`src/rtl/tdc_stat_accum.sv`:
```
// tdc_stat_accum: collects a window of 2^WIN_LOG2 TDC Hamming-weight samples.
// It latches mean, min and max when the window completes and presents them on a
// registered 8-bit readout mux. val_in is synchronised here; hw_in is not.
// Optional feature macro: TDC_STAT_SPREAD_EN. When defined, a max-min spread
// register is added and rd_sel=3 returns it instead of the status byte.
module tdc_stat_accum #(
  parameter int HW_W     = 7,
  parameter int WIN_LOG2 = 4,
  parameter int N_SYNC   = 2
) (
  input  logic            clk,
  input  logic            rst_n,
  input  logic            en,
  input  logic            start,
  input  logic [HW_W-1:0] hw_in,
  input  logic            val_in,
  input  logic [1:0]      rd_sel,
  output logic [7:0]      rd_data,
  output logic            busy,
  output logic            done
);

  typedef enum logic [1:0] {IDLE, ACCUM, DONE} state_t;

  localparam int SUM_W = HW_W + WIN_LOG2;
  localparam logic [WIN_LOG2-1:0] CNT_LAST = '1;

  function automatic logic [HW_W-1:0] min_f(input logic [HW_W-1:0] a, input logic [HW_W-1:0] b);
    return (a < b) ? a : b;
  endfunction

  function automatic logic [HW_W-1:0] max_f(input logic [HW_W-1:0] a, input logic [HW_W-1:0] b);
    return (a > b) ? a : b;
  endfunction

  state_t                state_q, state_d;
  logic [N_SYNC-1:0]     sync_q, sync_d;
  logic                  edge_q, edge_d;
  logic [SUM_W-1:0]      sum_q, sum_d;
  logic [WIN_LOG2-1:0]   count_q, count_d;
  logic [HW_W-1:0]       work_min_q, work_min_d;
  logic [HW_W-1:0]       work_max_q, work_max_d;
  logic [HW_W-1:0]       res_mean_q, res_mean_d;
  logic [HW_W-1:0]       res_min_q, res_min_d;
  logic [HW_W-1:0]       res_max_q, res_max_d;
`ifdef TDC_STAT_SPREAD_EN
  logic [HW_W-1:0]       res_spread_q, res_spread_d;
`endif
  logic [7:0]            rd_data_q, rd_data_d;
  logic                  busy_q, busy_d;
  logic                  done_q, done_d;

  logic                  stb;
  logic [SUM_W-1:0]      new_sum;
  logic [HW_W-1:0]       new_min;
  logic [HW_W-1:0]       new_max;
  logic [5:0]            count6;

  // Next-state logic: strobe edge detect, FSM, accumulators, results and readout mux.
  always_comb begin
    sync_d       = {sync_q[N_SYNC-2:0], val_in};
    edge_d       = sync_q[N_SYNC-1];
    stb          = sync_q[N_SYNC-1] & ~edge_q;

    // Accumulator values including the current sample; also used for the final-sample result load.
    new_sum      = sum_q + SUM_W'(hw_in);
    new_min      = min_f(work_min_q, hw_in);
    new_max      = max_f(work_max_q, hw_in);
    count6       = 6'(count_q);

    state_d      = state_q;
    sum_d        = sum_q;
    count_d      = count_q;
    work_min_d   = work_min_q;
    work_max_d   = work_max_q;
    res_mean_d   = res_mean_q;
    res_min_d    = res_min_q;
    res_max_d    = res_max_q;
`ifdef TDC_STAT_SPREAD_EN
    res_spread_d = res_spread_q;
`endif

    if (!en) begin
      // Disable wins over start; the partial window is simply abandoned.
      state_d = IDLE;
    end else begin
      case (state_q)
        IDLE, DONE: begin
          if (start) begin
            state_d    = ACCUM;
            sum_d      = '0;
            count_d    = '0;
            work_min_d = '1;
            work_max_d = '0;
          end
        end
        ACCUM: begin
          if (stb) begin
            sum_d      = new_sum;
            work_min_d = new_min;
            work_max_d = new_max;
            count_d    = count_q + 1'b1;
            if (count_q == CNT_LAST) begin
              state_d    = DONE;
              res_mean_d = HW_W'(new_sum >> WIN_LOG2);
              res_min_d  = new_min;
              res_max_d  = new_max;
`ifdef TDC_STAT_SPREAD_EN
              res_spread_d = new_max - new_min;
`endif
            end
          end
        end
        default: state_d = IDLE;
      endcase
    end

    busy_d = (state_d == ACCUM);
    done_d = (state_d == DONE);

    case (rd_sel)
      2'd0:    rd_data_d = 8'(res_mean_q);
      2'd1:    rd_data_d = 8'(res_min_q);
      2'd2:    rd_data_d = 8'(res_max_q);
`ifdef TDC_STAT_SPREAD_EN
      default: rd_data_d = 8'(res_spread_q);
`else
      default: rd_data_d = {done_q, busy_q, count6};
`endif
    endcase
  end

  // State registers with synchronous active-low reset.
  always_ff @(posedge clk) begin
    if (!rst_n) begin
      state_q      <= IDLE;
      sync_q       <= '0;
      edge_q       <= 1'b0;
      sum_q        <= '0;
      count_q      <= '0;
      work_min_q   <= '1;
      work_max_q   <= '0;
      res_mean_q   <= '0;
      res_min_q    <= '0;
      res_max_q    <= '0;
`ifdef TDC_STAT_SPREAD_EN
      res_spread_q <= '0;
`endif
      rd_data_q    <= '0;
      busy_q       <= 1'b0;
      done_q       <= 1'b0;
    end else begin
      state_q      <= state_d;
      sync_q       <= sync_d;
      edge_q       <= edge_d;
      sum_q        <= sum_d;
      count_q      <= count_d;
      work_min_q   <= work_min_d;
      work_max_q   <= work_max_d;
      res_mean_q   <= res_mean_d;
      res_min_q    <= res_min_d;
      res_max_q    <= res_max_d;
`ifdef TDC_STAT_SPREAD_EN
      res_spread_q <= res_spread_d;
`endif
      rd_data_q    <= rd_data_d;
      busy_q       <= busy_d;
      done_q       <= done_d;
    end
  end

  assign rd_data = rd_data_q;
  assign busy    = busy_q;
  assign done    = done_q;

endmodule

```
`config.mk`:
```
export PLATFORM = sky130hd
export DESIGN_NAME = tdc_stat_accum
export DESIGN_NICKNAME = d
export VERILOG_FILES = /design/src/rtl/tdc_stat_accum.sv
export SDC_FILE = /design/constraint.sdc
export NUM_CORES = 1
export LEC_CHECK = 0
export ABC_CLOCK_PERIOD_IN_PS = 5720
export CORE_MARGIN = 2
export CORE_UTILIZATION = 65
export CTS_BUF_LIST = sky130_fd_sc_hd__clkbuf_8
export CTS_CLUSTER_DIAMETER = 30
export DETAILED_ROUTE_END_ITERATION = 7
export MAX_ROUTING_LAYER = met4
export PLACE_DENSITY_LB_ADDON = 0.3
export RECOVER_POWER = 25
export REMOVE_ABC_BUFFERS = 1
export SLEW_MARGIN = 15
export SYNTH_ARGS = -nofsm -noshare
export SYNTH_HDL_FRONTEND = slang
export SYNTH_SLANG_ARGS = --single-unit
```
`constraint.sdc`:
```
create_clock -name clk -period 5.72 [get_ports clk]
set_clock_uncertainty 0.1 [all_clocks]
set_input_delay 1.144 -clock clk [delete_from_list [all_inputs] [get_ports clk]]
set_output_delay 1.144 -clock clk [all_outputs]
set_load 0.01 [all_outputs]
```
# After elaboration in Yosys (flattened, before gate mapping)
# Cells that the tools add are included.
dict set report totals {
  register_bits 65
  in_bits 14
  word_cells 54
}
dict set report op_classes {
  n_addsub 2
  n_lt_le_gt_ge 2
  n_eq_ne 9
  mux 20
  n_bitwise 2
  n_reduce_logical 6
}
# cell count
set op_table {}
lappend op_table {{$mux W7} 6}
lappend op_table {{$pmux W7 S2} 2}
lappend op_table {{$pmux W8 S3} 1}
lappend op_table {{$mux W11} 2}
lappend op_table {{$pmux W11 S2} 1}
lappend op_table {{$add A11 B7 Y11} 1}
lappend op_table {{$mux W2} 4}
lappend op_table {{$mux W4} 2}
lappend op_table {{$pmux W4 S2} 1}
lappend op_table {{$reduce_and A4 Y1} 2}
lappend op_table {{$gt A7 B7 Y1} 1}
lappend op_table {{$lt A7 B7 Y1} 1}
lappend op_table {{$eq A2 B1 Y1 const B} 3}
lappend op_table {{$eq A2 B2 Y1 const B} 3}
lappend op_table {{$add A4 B1 Y4 const B} 1}
lappend op_table {{$eq A4 B4 Y1 const B} 1}
lappend op_table {{$logic_not A2 Y1} 2}
lappend op_table {{$ne A2 B2 Y1 const B} 2}
lappend op_table {{$pmux W2 S2} 1}
lappend op_table {{$reduce_bool A2 Y1} 1}
lappend op_table {{$reduce_or A2 Y1} 1}
lappend op_table {{$and A1 B1 Y1} 1}
lappend op_table {{$not A1 Y1} 1}

# Logic depth before layout (Yosys ltp)
dict set report depth {
  depth_word 6
  mapped_depth 8
}

# Worst setup path before layout
# OpenSTA, ideal clock, no wires.
dict set report synth_path {
  path_type {input-to-reg}
  start {in hw_in[0]}
  end {reg res_mean_q[4]}
  arrival_time_ps 2718
  required_ps 5542
  path_slack_ps 2824
  stages 7
  path_cell_list {ha_1 fa_1 a21o_1 a221oi_2 o21ai_0 and3_1 nor3_1}
}
dict set report synth_between {
  elab_chain_cells 1
}
# element line
set synth_rtl {}
lappend synth_rtl {{start: declaration} 15} ;# input logic [HW_W-1:0] hw_in,
lappend synth_rtl {{$add A11 B7 Y11} 66} ;# new_sum = sum_q + SUM_W'(hw_in);
lappend synth_rtl {{end signal: assignment} 160} ;# res_mean_q <= res_mean_d;
lappend synth_rtl {{end: declaration} 43} ;# logic [HW_W-1:0] res_mean_q, res_mean_d;
# Every way passes these cells.
# A chain may end at the register's enable or synchronous reset.

# Final worst setup path
# Same ends and word-level chain as after synthesis.

==> reports/summary.txt <==
Starting Density = 66.15%
Post-CTS sizing = 0
Pre-CTS setup slack = 1.648 ns
Crit path DAT = 3.69 ns
Critical Path End Type = register
Post-DR wirelength/cell = 17.56 um
Worst R2R Path Depth = 6
Largest net degree at the start of global routing = 46
Via-to-Cell Ratio = 6.404
GRT overflow = 0
Power per standard cell area = 265.6 nW/um^2
Chip Width = 75.64 um
Crit start category = input port
Kind of cell adding the most delay to the critical path = compound AO/OA/AOI/OAI gates
Routed wire length = 8167 um
Final setup margin = 2.199 ns
Yosys warnings = 0
Synth unique cells = 52
Hold slack = 0.3325 ns
Max incr delay on CP = 0.61 ns
DP HPWL = 5546 um
Post-synth top flop = dfxtp_1
Status = finished clean
Mean Syn Cell Area = 8.943 sq um
Fin nets = 426
CTS Buffer Depth = 2
Peak fanout along the critical path = 7
Hold path depth = 1
CTS tree = done
Mapped cell area = 3336 sq um
P&R area growth vs syn = 14.97%
FP Rows = 26
WP data required = 5.89 ns
Worst-path clk slew = 0.07 ns
Setup CP Type = input port to register
DRC = 0
Post-synthesis adder-cell area fraction = 8.477%
First-pass GRT wire length = 13040 um
Max Cap Viol = 0
Post-Synthesis Cells = 373
DRT Pass-1 Iters = 5
IO buf count = 23
Largest family of logic cells by synthesized area = simple AND/OR/NAND/NOR gates
Die area = 5721 sq um
Highest clock rate = 284.0 MHz
Synth top area share = 39.01%
Via count = 2978
Reg-to-Reg Start = work_min_q[5]$_SDFFE_PN1P_
Final clock period utilization by the worst path = 61.56%
Final Hold Vio Count = 0
Simple-Gate Fraction of Synth Area = 20.29%
CTS Buf Count = 9
Synth Register Bits = 65
Tot GR Track Use = 31.89%
Worst path depth = 8
Layout cells sized above 1 = 9.114%
Die Ht = 75.64 um
Max-slew violations = 0
Final Setup Violations = 0
Num ports = 24
Area contributors post-synth = dfxtp_1, ha_1, nor2_1, nand2_1, mux2i_1
Unrepaired setup endpoints after global routing = no
Post-Synth XOR/XNOR Area = 2.101%
Post-route ant nets = 0
RePlAce Congestion = 0.9481
Commonest cells in the netlist = dfxtp_1, nor2_1, nand2_1
CTS Sinks = 65
Fin crit period = 3.521 ns
Max-Slew Margin vs Limit = 34.98%
Lkg Pwr = 1.469 nW
Hold-fix buffers at CTS = 0
Max VDD drop = 0.0001867 V
Asr flop ratio synth = 0%
Final Util = 76.05%
Mux contribution to synthesized area = 6.977%
Vias in the first global route = 2722
Proportion of synthesized chip area in sequential cells = 39.01%
Slowest CP cell = clkdlybuf4s50_1
Skew-Pair Late Insertion Delay = 0.35 ns
CP cell instances = clkdlybuf4s50_1, ha_1, fa_1, a21o_1, a221oi_2, o21ai_0, and3_1, nor3_1
Worst Tran Pin Value = 0.9752 ns
Core ar. = 5042 sq um
Synth Area in Compound Gates = 19.13%
Area leader, netlist = dfxtp_1
Filler cells = 351
Final setup TNS = 0 ns
Hold wc startpoint = sync_q[0]$_SDFF_PN0_
Iter 0 DRT Violations = 379
Hold crit path type = register to register
Antenna diodes = 0
Initial antenna violation count = 0
Post-CTS Setup Bufs = 0
Critical path launch point = hw_in[0]
Post-synth EDFFs = 0
CP bufs+invs = 1
Most numerous cell in the Yosys netlist = dfxtp_1
Root Buffer = clkbuf_8
CTS H-tree depth = 3
per-stage QoR:
| step | total power [mW] | cells | cell area (sq um) |
|---|---|---|---|
| after floorplan | 0.5120 | 353 | 3247 |
| after global placement | 0.5450 | 449 | 3587 |
| after detailed placement | 0.5470 | 449 | 3587 |
| after CTS | 1.017 | 465 | 3830 |
| after global routing | 1.041 | 465 | 3835 |
| final | 1.019 | 465 | 3835 |
cells in the final DEF (no fill, tap or decap), types with 12 or more instances in the layout:
cell type	instances
nand2_1	35
mux2i_1	12
clkdlybuf4s50_1	12
ha_1	21
nor2_1	43
a21oi_1	16
dfxtp_1	65
inv_1	12
nand3_1	12
a211oi_1	14
o21ai_0	24
kinds of logic after synthesis:
family	Yosys count
fa+ha+maj	22
buf+inv	32
simple gates	136
flops	65
mux	17
xor+xnor	8
compound gates	93
path summary, 6_finish.rpt:
| check | end | slack (ns) |
|---|---|---|
| max | res_mean_q[4]$_SDFFE_PN0P_ | 2.20 |
| min | sync_q[1]$_SDFF_PN0_ | 0.33 |
| max reg2reg | res_min_q[1]$_SDFFE_PN0P_ | 3.41 |
| min reg2reg | sync_q[1]$_SDFF_PN0_ | 0.33 |
final cells by class:
type	instances	area, sq um	share of cell area (%)
Clock inverter	7	118.9	3.100
Sequential cell	65	1301	33.93
Tap cell	70	87.58	2.284
Inverter	12	45.04	1.175
Timing Repair Buffer	26	252.7	6.591
Clock buffer	9	123.9	3.230
Multi-Input combinational cell	276	1906	49.69
per-layer routing:
layer  wire (um)  global-route usage, %  vias up
li1            -                      -     1389
met5           0                      -        -
met3         711                  8.862       21
met2        3780                  49.18      151
met1        3514                  41.22     1417
met4         161                  9.162        0
registers in the layout (all words and copies together), names as in the netlist:
register	flops
busy	1
count_q	4
done	1
edge_q	1
rd_data	8
res_max_q	7
res_mean_q	7
res_min_q	7
state_q	2
sum_q	11
sync_q	2
work_max_q	7
work_min_q	7
power by group:
| part | internal [mW] | switching (mW) |
|---|---|---|
| registers | 0.456 | 0.00359 |
| clock network | 0.289 | 0.191 |
| logic | 0.0290 | 0.0495 |
Note: power is estimated with default switching activity, not from simulation.
==> patch 1 (same settings) <==
Encoding of `state_t`: now one-hot (3 bits for 3 states).
--- a/src/rtl/tdc_stat_accum.sv
+++ b/src/rtl/tdc_stat_accum.sv
@@ -20,7 +20,7 @@
   output logic            done
 );
 
-  typedef enum logic [1:0] {IDLE, ACCUM, DONE} state_t;
+  typedef enum logic [2:0] {IDLE = 3'b001, ACCUM = 3'b010, DONE = 3'b100} state_t;
 
   localparam int SUM_W = HW_W + WIN_LOG2;
   localparam logic [WIN_LOG2-1:0] CNT_LAST = '1;
Check against the original RTL: same outputs for any inputs over 10 cycles, from zero or initial values and one cycle with rst_n low; not proved beyond that.
==> patch 1 against the unedited design <==
Die area is 0.29% higher. Core utilization is 1.4 points lower. Power is 9.0% lower. Highest routed layer unchanged. Synthesized area is 0.30% higher. Largest cell class unchanged. Sequential cell count is 1 higher. Clock power is 22% lower. Cell area is 1.9% lower. Worst setup slack worse by 0.59 ns. Wire length is 0.16% higher. Cell count is 0.22% lower. Global-route usage is 0.66 points higher.
==> patch 1: results (changes against the unedited design) <==
| Metric | Value |
|---|---|
| Avg Vias per Cell | `6.38 (was 6.40)` |
| Initial DRC count | `317 (was 379)` |
| Filler Cell Count | `353 (was 351)` |
| Post-synthesis sequential area ratio | `39.5% (was 39.0%)` |
| Xor/xnor share of the synthesized area | `2.62% (was 2.10%)` |
| GRT Total Usage | `32.5% (was 31.9%)` |
| Psw | `0.000234 W (was 0.000244 W)` |
| Most instantiated cells after synthesis | `dfxtp_1 (66), nor2_1 (34), nand2_1 (32) (was dfxtp_1 (65), nor2_1 (43), nand2_1 (35))` |
| Pleak | `1.47 nW (about the same)` |
| Nets | `425 (was 426)` |
| CP max stage cell | `clkbuf_1 (was clkdlybuf4s50_1)` |
| Worst vdd ir | `0.166 mV (was 0.187 mV)` |
| First-pass GRT wire length | `13200 um (was 13000 um)` |
| Critical path fanouts, max | `39 (was 7)` |
| CP arrival | `4.28 ns (was 3.69 ns)` |
| GPL Wtd Cong | `0.890 (was 0.948)` |
| Area post-placement | `3580 um^2 (was 3590 um^2)` |
| Post-synthesis mux area share | `6.36% (was 6.98%)` |
| CP delay by family, top | `buffers and inverters (was compound AO/OA/AOI/OAI gates)` |
| Synth area leaders | `dfxtp_1 (39%), ha_1 (7.9%), a21oi_1 (3.9%) (was dfxtp_1 (39%), ha_1 (7.9%), nor2_1 (4.8%))` |
| WL final | `8180 um (was 8170 um)` |
| Count leader, synth | `dfxtp_1 (unchanged)` |
| Status | `complete, no violations (unchanged)` |
| Post-Synth Adder-Cell Area | `8.45% (was 8.48%)` |
| Vias in the first global route | `2676 (was 2722)` |
| Relative slew slack | `2.65% (was 35.0%)` |
| Ratio of cells with drive above 1 in the final layout | `6.85% (was 9.11%)` |
| Dpl hpwl | `5720 um (was 5550 um)` |
| Largest net degree at the start of global routing | `40 (was 46)` |
| Reg clk slew, reported paths | `0.07 ns (about the same)` |
==> patch 1: changes by cell type after synthesis, moves of 4 or more <==
cell	unedited run	this run
a21oi_1	16	26
a31oi_1	9	4
nand3_1	12	8
nand3b_1	8	2
nor2_1	43	34
nor3_1	3	11
nor4_1	0	6
o211ai_1	1	5
o32ai_1	1	6
==> patch 1: path summary, 6_finish.rpt <==
check | start | endpoint | slack, ns | cells past startpoint
max | rst_n | res_mean_q[3] | 1.61 | 5
min reg2reg | sync_q[0] | sync_q[1] | 0.34 | 1
max reg2reg | work_max_q[4] | work_max_q[2] | 3.21 | 6
min | sync_q[0] | sync_q[1] | 0.34 | 1
==> patch 1: cell families (layout without fill, tap and decap cells) <==
kind of cell	after synthesis	in the layout
AND/OR/NAND/NOR	125	125
AO/OA/AOI/OAI	103	103
flip-flops	66	66
buffers and inverters	33	53
adder cells (fa/ha/maj)	22	22
multiplexers	15	15
XOR/XNOR	10	10
==> patch 1: layout make-up <==
class / count / area (um^2) / area share, %
multi-input cells: 275 / 1890 / 50.1
flip-flops and latches: 66 / 1320 / 35.1
well taps: 70 / 87.6 / 2.33
clock inverters: 7 / 61.3 / 1.63
repair buffers: 24 / 234 / 6.22
clock buffers: 9 / 124 / 3.29
inverters: 13 / 48.8 / 1.30
==> patch 1: power by group through the flow <==
stage	Combinational, W	Sequential (W)	Clock, W
after floorplan	0.0000480	0.000477	0
after global placement	0.0000793	0.000478	0
after detailed placement	0.0000817	0.000478	0
after CTS	0.0000829	0.000468	0.000379
after global routing	0.0000923	0.000468	0.000402
final	0.0000834	0.000468	0.000375
==> patch 1: layer usage <==
layer | vias to the layer above | wire length, um | track usage (%) | share of wire (%)
met5 | - | 0 | - | 0
met4 | 0 | 206 | 13.8 | 2.5
met3 | 19 | 550 | 6.88 | 6.7
met2 | 138 | 3950 | 51.7 | 48
met1 | 1404 | 3470 | 40.0 | 42
li1 | 1397 | - | - | -
==> patch 1: through the flow <==
stage / worst slack [ns] / cells
2_1_floorplan: 2.71 / 354
3_3_place_gp: 1.87 / 448
3_5_place_dp: 1.76 / 448
4_1_cts: 2.10 / 464
5_1_grt: 1.29 / 464
6_report: 1.61 / 464
==> patch 2 (config.mk and constraints unchanged) <==
Made on the original files. The parameter `WIN_LOG2` goes from 4 to 2.
--- a/src/rtl/tdc_stat_accum.sv
+++ b/src/rtl/tdc_stat_accum.sv
@@ -5,7 +5,7 @@
 // register is added and rd_sel=3 returns it instead of the status byte.
 module tdc_stat_accum #(
   parameter int HW_W     = 7,
-  parameter int WIN_LOG2 = 4,
+  parameter int WIN_LOG2 = 2,
   parameter int N_SYNC   = 2
 ) (
   input  logic            clk,
Behaviour: not the same (Yosys sat finds a counterexample within 10 cycles, from zero or initial values and one cycle with rst_n low).
==> patch 2 against the unedited design <==
Via count fell by 6.7%. Worst setup slack worse by 0.37 ns. Synthesized cell count decreased by 2.7%. Wire length decreased by 5.7%. Count of clock-buffer cells in the layout up 1. Synthesized area fell by 2.6%. Sequential share of layout area decreased by 0.67 points. Global-route usage fell by 0.36 points. Sequential cell count shrank 4. Power fell by 14%. Non-clock buffer count shrank 2. Cell area down 4.3%. Largest cell class unchanged. Largest power group is now registers.
==> patch 2: results (changes against the unedited design) <==
| Metric | Value |
|---|---|
| Filler Cell Count | `368 (was 351)` |
| Actual slew at the worst max-slew pin | `0.995 ns (was 0.975 ns)` |
| Post-CTS Setup Inserts | `0 (unchanged)` |
| Reg2reg end | `res_max_q[1] (was res_min_q[1])` |
| Global-route met1 utilization | `38.9% (was 41.2%)` |
| Reg clk slew, reported paths | `0.07 ns (about the same)` |
| Status | `complete, no violations (unchanged)` |
| H-Tree Depth | `3 (unchanged)` |
| PortBufs | `23 (unchanged)` |
| Clk_lat worst skew | `0.35 ns (about the same)` |
| Most instantiated cells after synthesis | `dfxtp_1 (61), a21oi_1 (28), nor2_1 (28) (was dfxtp_1 (65), nor2_1 (43), nand2_1 (35))` |
| Post-synthesis async set-or-reset flop share | `0% (unchanged)` |
| Fin Hold WS | `0.345 ns (was 0.333 ns)` |
| Antenna violations before repair | `0 (unchanged)` |
| Synth area leaders | `dfxtp_1 (38%), ha_1 (8.1%), a21oi_1 (4.3%) (was dfxtp_1 (39%), ha_1 (7.9%), nor2_1 (4.8%))` |
| Ratio of cells with drive above 1 in the final layout | `9.07% (was 9.11%)` |
| Min-delay src | `sync_q[0] (unchanged)` |
| Post-synthesis sequential area ratio | `37.6% (was 39.0%)` |
| Clk root buf | `clkbuf_8 (unchanged)` |
| Vias | `2777 (was 2978)` |
| Met2 GRT Util | `49.8% (was 49.2%)` |
| Nets | `417 (was 426)` |
| Vias in the first global route | `2593 (was 2722)` |
| Met3 global-route usage | `7.36% (was 8.86%)` |
| Critical path fanouts, max | `24 (was 7)` |
| Hold depth | `1 (unchanged)` |
| Hold Crit Endpoint | `sync_q[1] (unchanged)` |
| ANT cells | `0 (unchanged)` |
| GRT Total Usage | `31.5% (was 31.9%)` |
| Post-CTS sizing | `0 (unchanged)` |
| Total CTS buffers | `9 (unchanged)` |
| CP arrival | `4.08 ns (was 3.69 ns)` |
| GPL Wtd Cong | `0.864 (was 0.948)` |
| YS warnings | `0 (unchanged)` |
| Reg2reg setup slack | `3.39 ns (was 3.41 ns)` |
| Pleak | `1.58 nW (was 1.47 nW)` |
| Maximum root-to-sink buffer count | `2 (unchanged)` |
| WL final | `7700 um (was 8170 um)` |
| R2R cell count | `5 (was 6)` |
| Largest net degree at the start of global routing | `31 (was 46)` |
| Biggest area consumer among synthesized cells | `dfxtp_1 (unchanged)` |
| First-pass GRT wire length | `12500 um (was 13000 um)` |
| Initial DRC count | `213 (was 379)` |
| Number of flops mapped to enable cells by yosys | `0 (unchanged)` |
| Max FFs per register | `9 (was 11)` |
| Largest Register | `sum_q (unchanged)` |
| Worst hold-check path type | `reg -> reg (unchanged)` |
| Synth cell types | `54 (was 52)` |
| R2r startpoint | `count_q[0] (was work_min_q[5])` |
| Worst vdd ir | `0.173 mV (was 0.187 mV)` |
| First-pass detailed-route iteration total | `4 (was 5)` |
| Dpl hpwl | `5430 um (was 5550 um)` |
==> patch 2: cell count changes in the layout (fill, tap and decap cells not counted), sizes merged, moves of 5 or more <==
cell	delta
nand3b	-6
nand2	-11
a311oi	-5
nor2	-14
a211oi	-9
o41ai	+6
inv	+15
nand3	+5
and3	+5
o21a	+8
nand4	-5
a21oi	+11
==> patch 2: cell families (layout without fill, tap and decap cells) <==
group                    Yosys count  in the layout  share of synthesized area, %
AND/OR/NAND/NOR                  111            111                          17.5
AO/OA/AOI/OAI                    110            110                          24.3
flip-flops                        61             61                          37.6
buffers and inverters             42             65                          5.62
adder cells (fa/ha/maj)           22             22                          8.70
multiplexers                      13             13                          5.16
XOR/XNOR                           4              4                          1.08
==> patch 2: power by group <==
part,switching (W),internal [W],total [W]
Clock,0.000169,0.000208,0.000377
Combinational,0.0000434,0.0000259,0.0000693
Sequential,0.00000130,0.000427,0.000428
==> patch 2: metrics by stage <==
step / util (%) / setup WS (ns) / std cells / area (um^2)
2_1_floorplan: - / 2.97 / 346 / 3160
3_3_place_gp: 72.8 / 2.10 / 437 / 3480
3_5_place_dp: 72.8 / 2.05 / 437 / 3480
4_1_cts: 76.8 / 2.40 / 453 / 3670
5_1_grt: 76.7 / 1.67 / 453 / 3670
6_report: 76.7 / 1.83 / 453 / 3670
==> patch 2: area by class of cell <==
class                   instances  area (um^2)  area share, %
well taps                      67         83.8           2.28
clock buffers                  10          138           3.75
inverters                      25         93.8           2.56
multi-input cells             260         1850           50.3
clock inverters                 6         55.1           1.50
repair buffers                 24          234           6.37
flip-flops and latches         61         1220           33.3
==> patch 2: worst max-delay path: stages <==
cell and delay, ns:
dlygate4sd3_1 0.98, clkbuf_1 0.81, inv_1 0.58, a2111o_1 0.48
nand3_1 0.08
==> patch 2: worst max-delay path by stage <==
stage | from | endpoint | slack, ns | cells after the start
after detailed placement | hw_in[5] | work_min_q[1] | 2.05 | 7
final | rst_n | sum_q[8] | 1.83 | 5
after global routing | rst_n | sum_q[8] | 1.67 | 5
after floorplan | hw_in[5] | work_min_q[0] | 2.97 | 7
after CTS | hw_in[5] | work_min_q[1] | 2.40 | 7
after global placement | hw_in[5] | work_min_q[4] | 2.10 | 7
==> patch 2: layer usage <==
layer | vias up | routed length [um]
met3 | 16 | 464
met2 | 85 | 3760
met1 | 1326 | 3330
met4 | 0 | 146
met5 | - | 0
li1 | 1350 | -
